`config.mk`:
```
export PLATFORM = sky130hd
export DESIGN_NAME = echo_initiator_flat
export DESIGN_NICKNAME = d
export VERILOG_FILES = /design/src/rtl/echo_initiator_if.sv /design/src/rtl/echo_initiator.sv /design/src/flat_wrapper.sv
export SDC_FILE = /design/constraint.sdc
export NUM_CORES = 1
export LEC_CHECK = 0
export CAP_MARGIN = 20
export CORE_MARGIN = 2
export CORE_UTILIZATION = 30
export CTS_CLUSTER_DIAMETER = 60
export DETAILED_ROUTE_END_ITERATION = 6
export PLACE_DENSITY = 0.55
export SLEW_MARGIN = 10
export SYNTH_ARGS = -nofsm -noshare
export SYNTH_HDL_FRONTEND = slang
export SYNTH_SLANG_ARGS = --single-unit
export TNS_END_PERCENT = 30
```
`constraint.sdc`:
```
create_clock -name clk -period 3 [get_ports clk]
set_clock_uncertainty 0.15 [all_clocks]
set_input_delay 0.6 -clock clk [delete_from_list [all_inputs] [get_ports clk]]
set_output_delay 0.6 -clock clk [all_outputs]
set_load 0.05 [all_outputs]
```
`src/rtl/echo_initiator_if.sv`:
```
// UART-side bundle of the echo initiator: transmit request path and receive strobe path.
interface echo_initiator_if;
   logic [7:0] tx_data;
   logic       tx_start;
   logic       tx_active;
   logic       rx_ready;
   logic [7:0] rx_data;

   modport master (output tx_data, tx_start, input tx_active, rx_ready, rx_data);
   modport slave  (input tx_data, tx_start, output tx_active, rx_ready, rx_data);
endinterface

```
`src/rtl/echo_initiator.sv`:
```
// Link self-test: sends LEN payload bytes plus a 0x55 terminator, checks each echo,
// counts mismatches and aborts if an echo fails to arrive within TIMEOUT cycles.
module echo_initiator #(
   parameter int         LEN     = 16,
   parameter logic [7:0] SEED    = 8'h00,
   parameter int         TIMEOUT = 50000
) (
   input  logic             clk,
   input  logic             reset,
   input  logic             activate,
   output logic             done,
   output logic             pass,
   output logic             timeout,
   output logic [7:0]       err_count,
   echo_initiator_if.master uart
);
   localparam int            TW     = $clog2(TIMEOUT + 1);
   localparam logic [7:0]    TERM   = 8'h55;
   localparam logic [7:0]    SEED0  = (SEED == TERM) ? 8'h56 : SEED;
   localparam logic [7:0]    K_LAST = 8'(LEN);
   localparam logic [TW-1:0] T_LAST = TW'(TIMEOUT - 1);

   typedef enum logic [1:0] {IDLE, LOAD, ECHO, DONE} state_t;

   state_t        state;
   logic [7:0]    k;
   logic [7:0]    value;
   logic [TW-1:0] timer;
   logic          last;
   logic [7:0]    cur_byte;
   logic [7:0]    err_next;
   logic [7:0]    value_inc;

   // The terminator value never appears in the payload, so the responder's stop rule is unambiguous.
   always_comb begin
      last      = (k == K_LAST);
      cur_byte  = last ? TERM : value;
      err_next  = err_count;
      if ((uart.rx_data != uart.tx_data) && (err_count != 8'hFF))
         err_next = err_count + 8'd1;
      value_inc = value + 8'd1;
      if (value_inc == TERM)
         value_inc = 8'h56;
   end

   always_ff @(posedge clk or negedge reset) begin
      if (!reset) begin
         state         <= IDLE;
         done          <= 1'b0;
         pass          <= 1'b0;
         timeout       <= 1'b0;
         err_count     <= 8'd0;
         uart.tx_data  <= 8'd0;
         uart.tx_start <= 1'b0;
         k             <= 8'd0;
         value         <= 8'd0;
         timer         <= '0;
      end else begin
         uart.tx_start <= 1'b0;
         case (state)
            IDLE: begin
               done <= 1'b0;
               if (activate) begin
                  err_count <= 8'd0;
                  pass      <= 1'b0;
                  timeout   <= 1'b0;
                  value     <= SEED0;
                  k         <= 8'd0;
                  state     <= LOAD;
               end
            end
            LOAD: begin
               if (!uart.tx_active) begin
                  uart.tx_data  <= cur_byte;
                  uart.tx_start <= 1'b1;
                  timer         <= '0;
                  state         <= ECHO;
               end
            end
            ECHO: begin
               timer <= timer + 1'b1;
               // An echo arriving on the limit cycle still counts as received.
               if (uart.rx_ready) begin
                  err_count <= err_next;
                  if (last) begin
                     done  <= 1'b1;
                     pass  <= (err_next == 8'd0);
                     state <= DONE;
                  end else begin
                     k     <= k + 8'd1;
                     value <= value_inc;
                     state <= LOAD;
                  end
               end else if (timer == T_LAST) begin
                  timeout <= 1'b1;
                  done    <= 1'b1;
                  pass    <= 1'b0;
                  state   <= DONE;
               end
            end
            DONE: begin
               if (!activate && !uart.rx_ready) begin
                  done  <= 1'b0;
                  state <= IDLE;
               end
            end
            default: state <= IDLE;
         endcase
      end
   end
endmodule

```
`src/flat_wrapper.sv`:
```
// flat-port wrapper written by rule: the top's interface ports become plain ports
module echo_initiator_flat 
#(
   parameter int         LEN     = 16,
   parameter logic [7:0] SEED    = 8'h00,
   parameter int         TIMEOUT = 50000
)
  (clk, reset, activate, done, pass, timeout, err_count, uart_tx_data, uart_tx_start, uart_tx_active, uart_rx_ready, uart_rx_data);
  echo_initiator_if uart_i ();
  input  logic clk;
  input  logic reset;
  input  logic activate;
  output logic done;
  output logic pass;
  output logic timeout;
  output logic [7:0] err_count;
  output wire logic [$bits(uart_i.tx_data)-1:0] uart_tx_data;
  output wire logic [$bits(uart_i.tx_start)-1:0] uart_tx_start;
  input wire logic [$bits(uart_i.tx_active)-1:0] uart_tx_active;
  input wire logic [$bits(uart_i.rx_ready)-1:0] uart_rx_ready;
  input wire logic [$bits(uart_i.rx_data)-1:0] uart_rx_data;
  assign uart_tx_data = uart_i.tx_data;
  assign uart_tx_start = uart_i.tx_start;
  assign uart_i.tx_active = uart_tx_active;
  assign uart_i.rx_ready = uart_rx_ready;
  assign uart_i.rx_data = uart_rx_data;
  echo_initiator #(.LEN(LEN), .SEED(SEED), .TIMEOUT(TIMEOUT)) u_core (.clk(clk), .reset(reset), .activate(activate), .done(done), .pass(pass), .timeout(timeout), .err_count(err_count), .uart(uart_i));
endmodule
```
==> results.md, run 1 <==
Setup path:
- The arrival time at the worst endpoint is 1.73 ns.
- On the worst path, the slowest cell contributes a delay of 0.87 ns.
- The required time at the worst-slack endpoint is 2.25 ns.
- The cell family contributing the most delay on the critical path is buffers and inverters.
- STA classifies the critical path startpoint as a flop.
- Traced cell by cell, the critical path runs through clkdlybuf4s50_1.
- The kind of critical path is reg2out.
- Together, buffers and inverters on the worst path number 1.
- Of all nets on the critical path, the largest fanout is 9.
- The slowest cell on the critical path is sky130_fd_sc_hd__clkdlybuf4s50_1.
- The kind of end point of the critical path is a primary output.

Global routing:
- The number of antenna violations at the first check in global routing is 0.
- Summed over all layers, the global routing overflow is 0.
- The pin count of the biggest net entering global routing is 41.
- The via count of the first global-routing pass is 2,615.
- The first global-routing pass estimated 12,700 um of wire.
- Across every metal layer, demand over resource in global routing totals 14.3%.

Logic synthesis:
- The net count after synthesis is 356.
- Synthesis handed over a netlist of 337 instances.
- The netlist area before placement is 0.00299 mm^2.
- The most frequently used cell type in the post-synthesis netlist is sky130_fd_sc_hd__dfrtp_1.
- Ranked by total cell area, the synthesized netlist is headed by sky130_fd_sc_hd__dfrtp_1 (45%), sky130_fd_sc_hd__o21ai_0 (7.4%), sky130_fd_sc_hd__nand2_1 (5.9%).
- The synthesized design devotes to its leading area cell type 45.2% of total area.
- After synthesis, the share of flip-flops with an asynchronous set or reset is 100%.
- Sequential cells were found to cover 45.2% of the synthesized design area.
- The number of synthesized flops with an enable pin is 0.
- Synthesis instantiated 48 different standard cells from the library.
- Of all cell types, the one taking the most synthesized area is sky130_fd_sc_hd__dfrtp_1.
- The synthesized area per cell is 8.87 um^2.
- Among all flip-flop cells after synthesis, the most frequent one is sky130_fd_sc_hd__dfrtp_1.
- After synthesis, the most frequently instantiated cells are sky130_fd_sc_hd__dfrtp_1 (54), sky130_fd_sc_hd__nand2_1 (47), sky130_fd_sc_hd__o21ai_0 (44).
- The flop and latch count out of synthesis is 54.
- Yosys printed 0 warnings.

CTS:
- The insertion delay to the later sink of the worst-skew pair is 0.31 ns.
- The post-cts sizing count is 0.
- The CTS clock-pin slew for the worst setup and hold paths is 0.10 ns.
- After clock tree synthesis, the setup repair step added 0 buffers.
- The clock net in this run drives a total of 54 sinks.
- The clock tree from TritonCTS is yes.
- The H-tree was split into 2 levels.
- The number of CTS-inserted buffers is 5.
- Counting along the longest clock path gives a buffer depth of 2.
- Hold repair after CTS inserted 0 buffers.
- In this run the clock root is driven by a sky130_fd_sc_hd__clkbuf_8.

Routing:
- The via count normalized by instance count is 5.12.
- The detailed-routing iteration count for the pre-antenna-repair pass is 4.
- In the final routing, the length of wire on met1 measures 3640 um.
- The number of DRC markers in iteration 0 is 127.
- The met3 layer wire length in the routed design is 206 um.
- The detail route stage leaves a number of antenna-violating nets equal to 0.
- Summing over every cut layer, the via total after detailed routing is 2,624.
- Routed signal wires occupy layers up through met4.
- The number of remaining DRC errors is 0.
- In the final routed layout, each cell accounts on average for 14.4 um.
- The final layout contains routed wiring with a total length of 7410 um.
- The routed length on met2 is 3470 um.

Floorplan:
- The number of top-level pins is 33.
- The die is 104 um wide.
- The total core area is 0.00973 mm^2.
- The floorplan has 36 rows.
- In this run the vertical extent of the chip is 104 um.
- The area of the die is 0.0108 mm^2.
- The effective utilization at floorplan is 30.7%.

STA:
- The count of endpoints failing hold in the final timing report is 0.
- The relative max-transition margin is 38.9%.
- The pin slew with the least headroom to its limit is 0.917 ns.
- Setup total negative slack on the finished layout was measured at 0 ns.
- The worst path in the final design needs a cycle of 2.48 ns, including I/O delays and setup.
- The achievable frequency is 0.404 GHz.
- The setup violation total in the final timing report is 0.
- Setup repair after global routing left no endpoint under its margin.
- The max-slew violation count is 0.
- The fraction of the cycle the final worst path needs is 82.5%.

Layout:
- The share of final-layout standard cells stronger than drive strength 1 is 7.63%.
- Relative to the synthesized area, the layout overhead comes to 20.8%.
- The core utilization of the finished layout is 37.1%.
- The number of diodes added for antenna fixing is 0.
- For this run, the post-layout net count is 398.

Pwr:
- The relative contribution of the clock network to total power is 17.8%.
- The part of the power in combinational logic is 39.6%.
- VDD sags by at most 0.000220 V.
- The leakage power total is 1.54 nW.
- Of the total power, the share spent switching nets is 42.3%.
- In this run the power spent charging and discharging nets is 0.000983 W.
- The portion of total power attributed to sequential cells is 42.6%.
- Power spread over the standard cell area amounts to 643 mW/mm^2.
- The internal power of the cells is 0.00134 W.

Place:
- The HPWL after detailed placement is 5400 um.
- Buffers placed on the I/O ports in this run total 32.
- Routability-driven placement finished with a final weighted congestion of 0.813.

Run:
- The tool flagged a number of max-cap violations equal to 0.

Status:
- The flow ran to the end, and the final reports show no timing, DRC or antenna violations.

Worst hold path:
- The path class of the tightest hold or removal check is in2async.
[cell usage in the layout, fill, tap and decap left out, types with 5 or more instances in the layout]
cell,count
sky130_fd_sc_hd__a21oi_1,21
sky130_fd_sc_hd__a31oi_1,6
sky130_fd_sc_hd__and3_1,10
sky130_fd_sc_hd__buf_4,12
sky130_fd_sc_hd__clkbuf_8,5
sky130_fd_sc_hd__clkdlybuf4s50_1,31
sky130_fd_sc_hd__dfrtp_1,54
sky130_fd_sc_hd__ha_1,6
sky130_fd_sc_hd__inv_1,7
sky130_fd_sc_hd__nand2_1,47
sky130_fd_sc_hd__nand3_1,12
sky130_fd_sc_hd__nand4_1,10
sky130_fd_sc_hd__nor2_1,33
sky130_fd_sc_hd__nor3_1,10
sky130_fd_sc_hd__o21ai_0,44
sky130_fd_sc_hd__o31ai_1,5
sky130_fd_sc_hd__xor2_1,12
[power groups by stage]
stage | registers [W] | logic (W) | clock network [W]
after floorplan | 0.00110 | 0.000505 | 0
after global placement | 0.00100 | 0.000921 | 0
after detailed placement | 0.00100 | 0.000920 | 0
after CTS | 0.000988 | 0.000925 | 0.000434
after global routing | 0.00101 | 0.00103 | 0.000458
final | 0.000989 | 0.000919 | 0.000414
[state kept, by name, indices dropped and copies added (netlist names)]
register / flops
u_core.done: 1
u_core.uart.tx_data: 8
u_core.pass: 1
u_core.k: 8
u_core.uart.tx_start: 1
u_core.timer: 16
u_core.timeout: 1
u_core.state: 2
u_core.err_count: 8
u_core.value: 8
[stage by stage]
stage          hold WS [ns]  area, um^2  power [W]  setup WS (ns)  std cells
6_report              0.258        3610    0.00232          0.525        513
2_1_floorplan         0.154        2990    0.00160          0.686        337
3_5_place_dp          0.326        3520    0.00192          0.183        505
3_3_place_gp          0.310        3520    0.00192          0.184        505
5_1_grt               0.328        3610    0.00249          0.300        513
4_1_cts               0.298        3610    0.00235          0.508        513
[kinds of logic (layout without fill, tap and decap cells)]
family                     Yosys count  in the layout  share of synthesized area, %
DFF                                 54             54                          45.2
muxes                                3              3                          1.01
AOI/OAI and AO/OA                   96             96                          20.2
adders and majority gates            6              6                          2.51
buffers and inverters               17             60                          2.22
and+or+nand+nor                    145            145                          24.1
xor gates and xnor gates            16             16                          4.69
[routing by layer]
layer	global-route usage (%)	vias up
met5	0	-
met1	19.4	1273
li1	-	1302
met3	2.45	6
met2	23.3	43
met4	4.63	0
[worst reg2reg max path, cell delays in order, from the launching register on]
cell	delay (ns)
sky130_fd_sc_hd__dfrtp_1	0.47
sky130_fd_sc_hd__ha_1	0.29
sky130_fd_sc_hd__nand3_1	0.18
sky130_fd_sc_hd__or4b_2	0.59
sky130_fd_sc_hd__a21boi_0	0.19
sky130_fd_sc_hd__o2111a_1	0.24
sky130_fd_sc_hd__o21ai_0	0.07
sky130_fd_sc_hd__o21ai_0	0.11
[worst paths after layout]
kind                                                      start                      endpoint  slack [ns]  cells past startpoint
min in group clk                   u_core.timer[15]$_DFFE_PN0P_  u_core.timer[15]$_DFFE_PN0P_        0.35                      1
worst max register to register      u_core.value[0]$_DFFE_PN0P_   u_core.value[1]$_DFFE_PN0P_        0.63                      7
max in group asynchronous                                 reset   u_core.value[2]$_DFFE_PN0P_        1.71                      2
worst min register to register     u_core.timer[15]$_DFFE_PN0P_  u_core.timer[15]$_DFFE_PN0P_        0.35                      1
worst max-delay path            u_core.err_count[2]$_DFFE_PN0P_                  err_count[2]        0.52                      1
worst min-delay path                                      reset  u_core.timer[10]$_DFFE_PN0P_        0.26                      1
[cell type report]
class | count | area [um^2]
clock buffers | 6 | 72.6
clock inverters | 2 | 13.8
fillers | 1006 | 6120
inverters | 8 | 30.0
multi-input cells | 266 | 1570
flip-flops and latches | 54 | 1350
well taps | 133 | 166
repair buffers | 44 | 405
(Power assumes the default switching activity.)
==> run 2, diff against run 1 <==
clock period = 2.35 ns   (was 3 ns; I/O delays follow)
==> run 2 against run 1 <==
Compared with the run above:
- power up 38%
- flip-flop and latch count unchanged
- cell count up 3.9%
- via count grew 3.0%
- largest cell class unchanged
==> results.md, run 2 (same netlist as run 1, synthesis figures left out) <==
Floorplan:
- The effective utilization at floorplan is 30.7%.
- The die height is 104 um.
- The number of top-level pins is 33.
- The area of the die is 0.0108 mm^2.
- The placement row count is 36.
- The total core area is 0.00973 mm^2.
- The die span in x is 104 um.

Place:
- The post-placement cell count is 524.
- The final weighted congestion in routability-driven placement is 0.813.
- The count of buffers inserted at the top-level ports is 32.
- The wire-length estimate of the detail-placed layout is 5780 um.

Pwr:
- The power spent charging and discharging nets is 0.00129 W.
- The part of the power in combinational logic is 41.8%.
- The relative contribution of the clock network to total power is 19.5%.
- The total power is 0.00321 W.
- In this run, flip-flops and latches consume 38.7% of the power.
- The internal portion of the total power is 0.00193 W.
- Power spread over the standard cell area amounts to 843 mW/mm^2.
- The leakage power total is 1.67 nW.
- The highest ir drop seen on vdd is 0.000439 V.
- The switching part of the total is 40.0%.

Routing:
- For this run, the detailed router's first-pass iteration total came to 4.
- For this block, the routed nets add up to 7700 um of wire.
- The via count normalized by instance count is 5.07.
- Summing over every cut layer, the via total after detailed routing is 2,704.
- The final antenna-violating net count is 0.
- For this run, design rule violations remaining after detail routing come to 0.
- The final routed wire length divided by cell count is 14.4 um.
- After the first detailed-routing iteration, the DRC count stood at 122.

Setup path:
- The cell family contributing the most delay on the critical path is buffers and inverters.
- The largest individual stage delay along the critical path comes from the cell sky130_fd_sc_hd__clkdlybuf4s50_1.
- The required time at the worst-slack endpoint is 1.73 ns.
- The critical path goes through clkdlybuf4s50_1.
- Along the worst path, the maximum fanout reaches 7.
- The arrival time at the worst endpoint is 1.65 ns.
- The critical path is of the reg2out type.
- The worst setup path is captured at a primary output.
- The number of buffers and inverters on the critical path is 1.
- For this run, the slowest stage of the critical path takes 0.85 ns.
- The nature of the critical path startpoint is a flop.

STA:
- Based on the critical path, the design can be clocked at up to 0.440 GHz.
- The fraction of the cycle the final worst path needs is 96.7%.
- The count of endpoints failing hold in the final timing report came to 0.
- Setup repair after global routing could not meet its margin everywhere.
- The relative max-transition margin is 57.6%.
- Setup violations remaining at the end of the flow were counted as 0.
- The pin slew with the least headroom to its limit is 0.631 ns.
- The worst path needs 2.27 ns of the cycle, external delays included.
- The max-slew violation count was 0.

Global routing:
- The number of antenna violations at the first check in global routing is 0.
- The total congestion overflow after global routing is 0.
- The via count of the first global-routing pass came to 2,706.
- Global routing consumed, over all layers together, 15.1% of the routing resources.
- Entering global routing, the biggest net connects 23 pins.
- The first global-routing pass estimated 13,400 um of wire.

Layout:
- The number of cells in the finished layout apart from fillers is 533.
- In the final layout, flip-flops and latches occupy 0.00135 mm^2.
- The flip-flop count of the largest register, all copies and words added is 16.
- The fill cell instance count of the final layout is 1,021.
- After the last flow step, the layout net total stands at 418.
- The combined area of the multi-input logic cells is 0.00159 mm^2.
- The library cells used most frequently in the layout, excluding fill and tap cells, are sky130_fd_sc_hd__dfrtp_1 (53), sky130_fd_sc_hd__nand2_1 (45), sky130_fd_sc_hd__o21ai_0 (42).
- From synthesis to final layout, the design area changed by 27.6%.
- The share of final-layout standard cells stronger than drive strength 1 is 13.0%.
- Cells fill 39.2% of the core in the end.
- The register name with the most flops is u_core.timer.
- The repair_antennas step left the layout with diodes totalling 0.
- Leaving out fill and tap cells, the most frequent cell in the layout is sky130_fd_sc_hd__dfrtp_1.

Status:
- The flow ran to the end, and the final reports show no timing, DRC or antenna violations.

Worst hold path:
- The path class of the tightest hold or removal check is reg2reg.

Run:
- The max-cap check violation count is 0.

CTS:
- In this run the deepest clock path goes through 2 buffers.
- CTS placed an instance of sky130_fd_sc_hd__clkbuf_8 at the clock tree root.
- In this run, CTS created clock tree buffers numbering 5.
- CTS built an H-tree with a depth of 2.
- The clock tree from TritonCTS is yes.
- The CTS clock-pin slew for the worst setup and hold paths is 0.10 ns.
- The clock reaches the later pin of the worst-skew pair after 0.31 ns.
- The number of sinks on the clock net is 54.
## run 2: what timing repair did
item,4_1_cts,5_1_grt
hold buffers,1,0
buffers inserted,0,0
gates resized for setup,0,9
endpoints found under the setup margin,0,7
hold endpoints to repair,20,0
## run 2: metal layers
metal / vias up / wire length (um) / global-route usage, %
met5: - / 0 / 0
met4: 0 / 82 / 4.63
met3: 5 / 262 / 2.64
met2: 52 / 3740 / 25.7
met1: 1304 / 3610 / 19.7
li1: 1343 / - / -
## run 2: per-stage QoR
stage               setup TNS [ns]  area [um^2]  setup slack (ns)  hold WS [ns]
finish                           0         3810            0.0780         0.338
global route               -0.0309         3810           -0.0309         0.370
CTS                              0         3790            0.0274         0.337
detailed placement           -1.31         3680            -0.277         0.321
global placement             -1.21         3680            -0.262         0.311
floorplan                        0         2990            0.0356        0.0244
## run 2: final timing paths
check,from,endpoint,slack [ns],cells after the start
min in group asynchronous,reset,u_core.timer[12]$_DFFE_PN0P_,0.51,2
worst min register to register,u_core.timer[15]$_DFFE_PN0P_,u_core.timer[15]$_DFFE_PN0P_,0.34,1
worst min-delay path,u_core.timer[15]$_DFFE_PN0P_,u_core.timer[15]$_DFFE_PN0P_,0.34,1
worst max register to register,u_core.value[0]$_DFFE_PN0P_,u_core.value[1]$_DFFE_PN0P_,0.20,7
worst max-delay path,u_core.err_count[7]$_DFFE_PN0P_,err_count[7],0.08,1
max in group asynchronous,reset,u_core.timer[1]$_DFFE_PN0P_,0.90,3
## run 2: area by class of cell
| type | count | area share [%] |
|---|---|---|
| flip-flops and latches | 54 | 35.5 |
| multi-input cells | 266 | 41.6 |
| repair buffers | 64 | 15.0 |
| well taps | 133 | 4.36 |
| clock buffers | 7 | 2.00 |
| inverters | 8 | 0.787 |
| clock inverters | 1 | 0.787 |
## run 2: power groups by stage
stage / clock (W) / combinational, W / sequential, W
5_1_grt: 0.000699 / 0.00149 / 0.00127
3_5_place_dp: 0 / 0.00133 / 0.00126
2_1_floorplan: 0 / 0.000644 / 0.00140
3_3_place_gp: 0 / 0.00132 / 0.00126
4_1_cts: 0.000653 / 0.00134 / 0.00124
6_report: 0.000626 / 0.00134 / 0.00125
## run 2: worst register-to-register path, cell delays in order, from the launching register on
cell and delay, ns:
sky130_fd_sc_hd__dfrtp_2 0.46, sky130_fd_sc_hd__ha_1 0.22, sky130_fd_sc_hd__nand3_1 0.10, sky130_fd_sc_hd__or4b_2 0.59, sky130_fd_sc_hd__a21boi_1 0.17, sky130_fd_sc_hd__o2111a_1 0.24, sky130_fd_sc_hd__o21ai_0 0.07, sky130_fd_sc_hd__o21ai_0 0.07
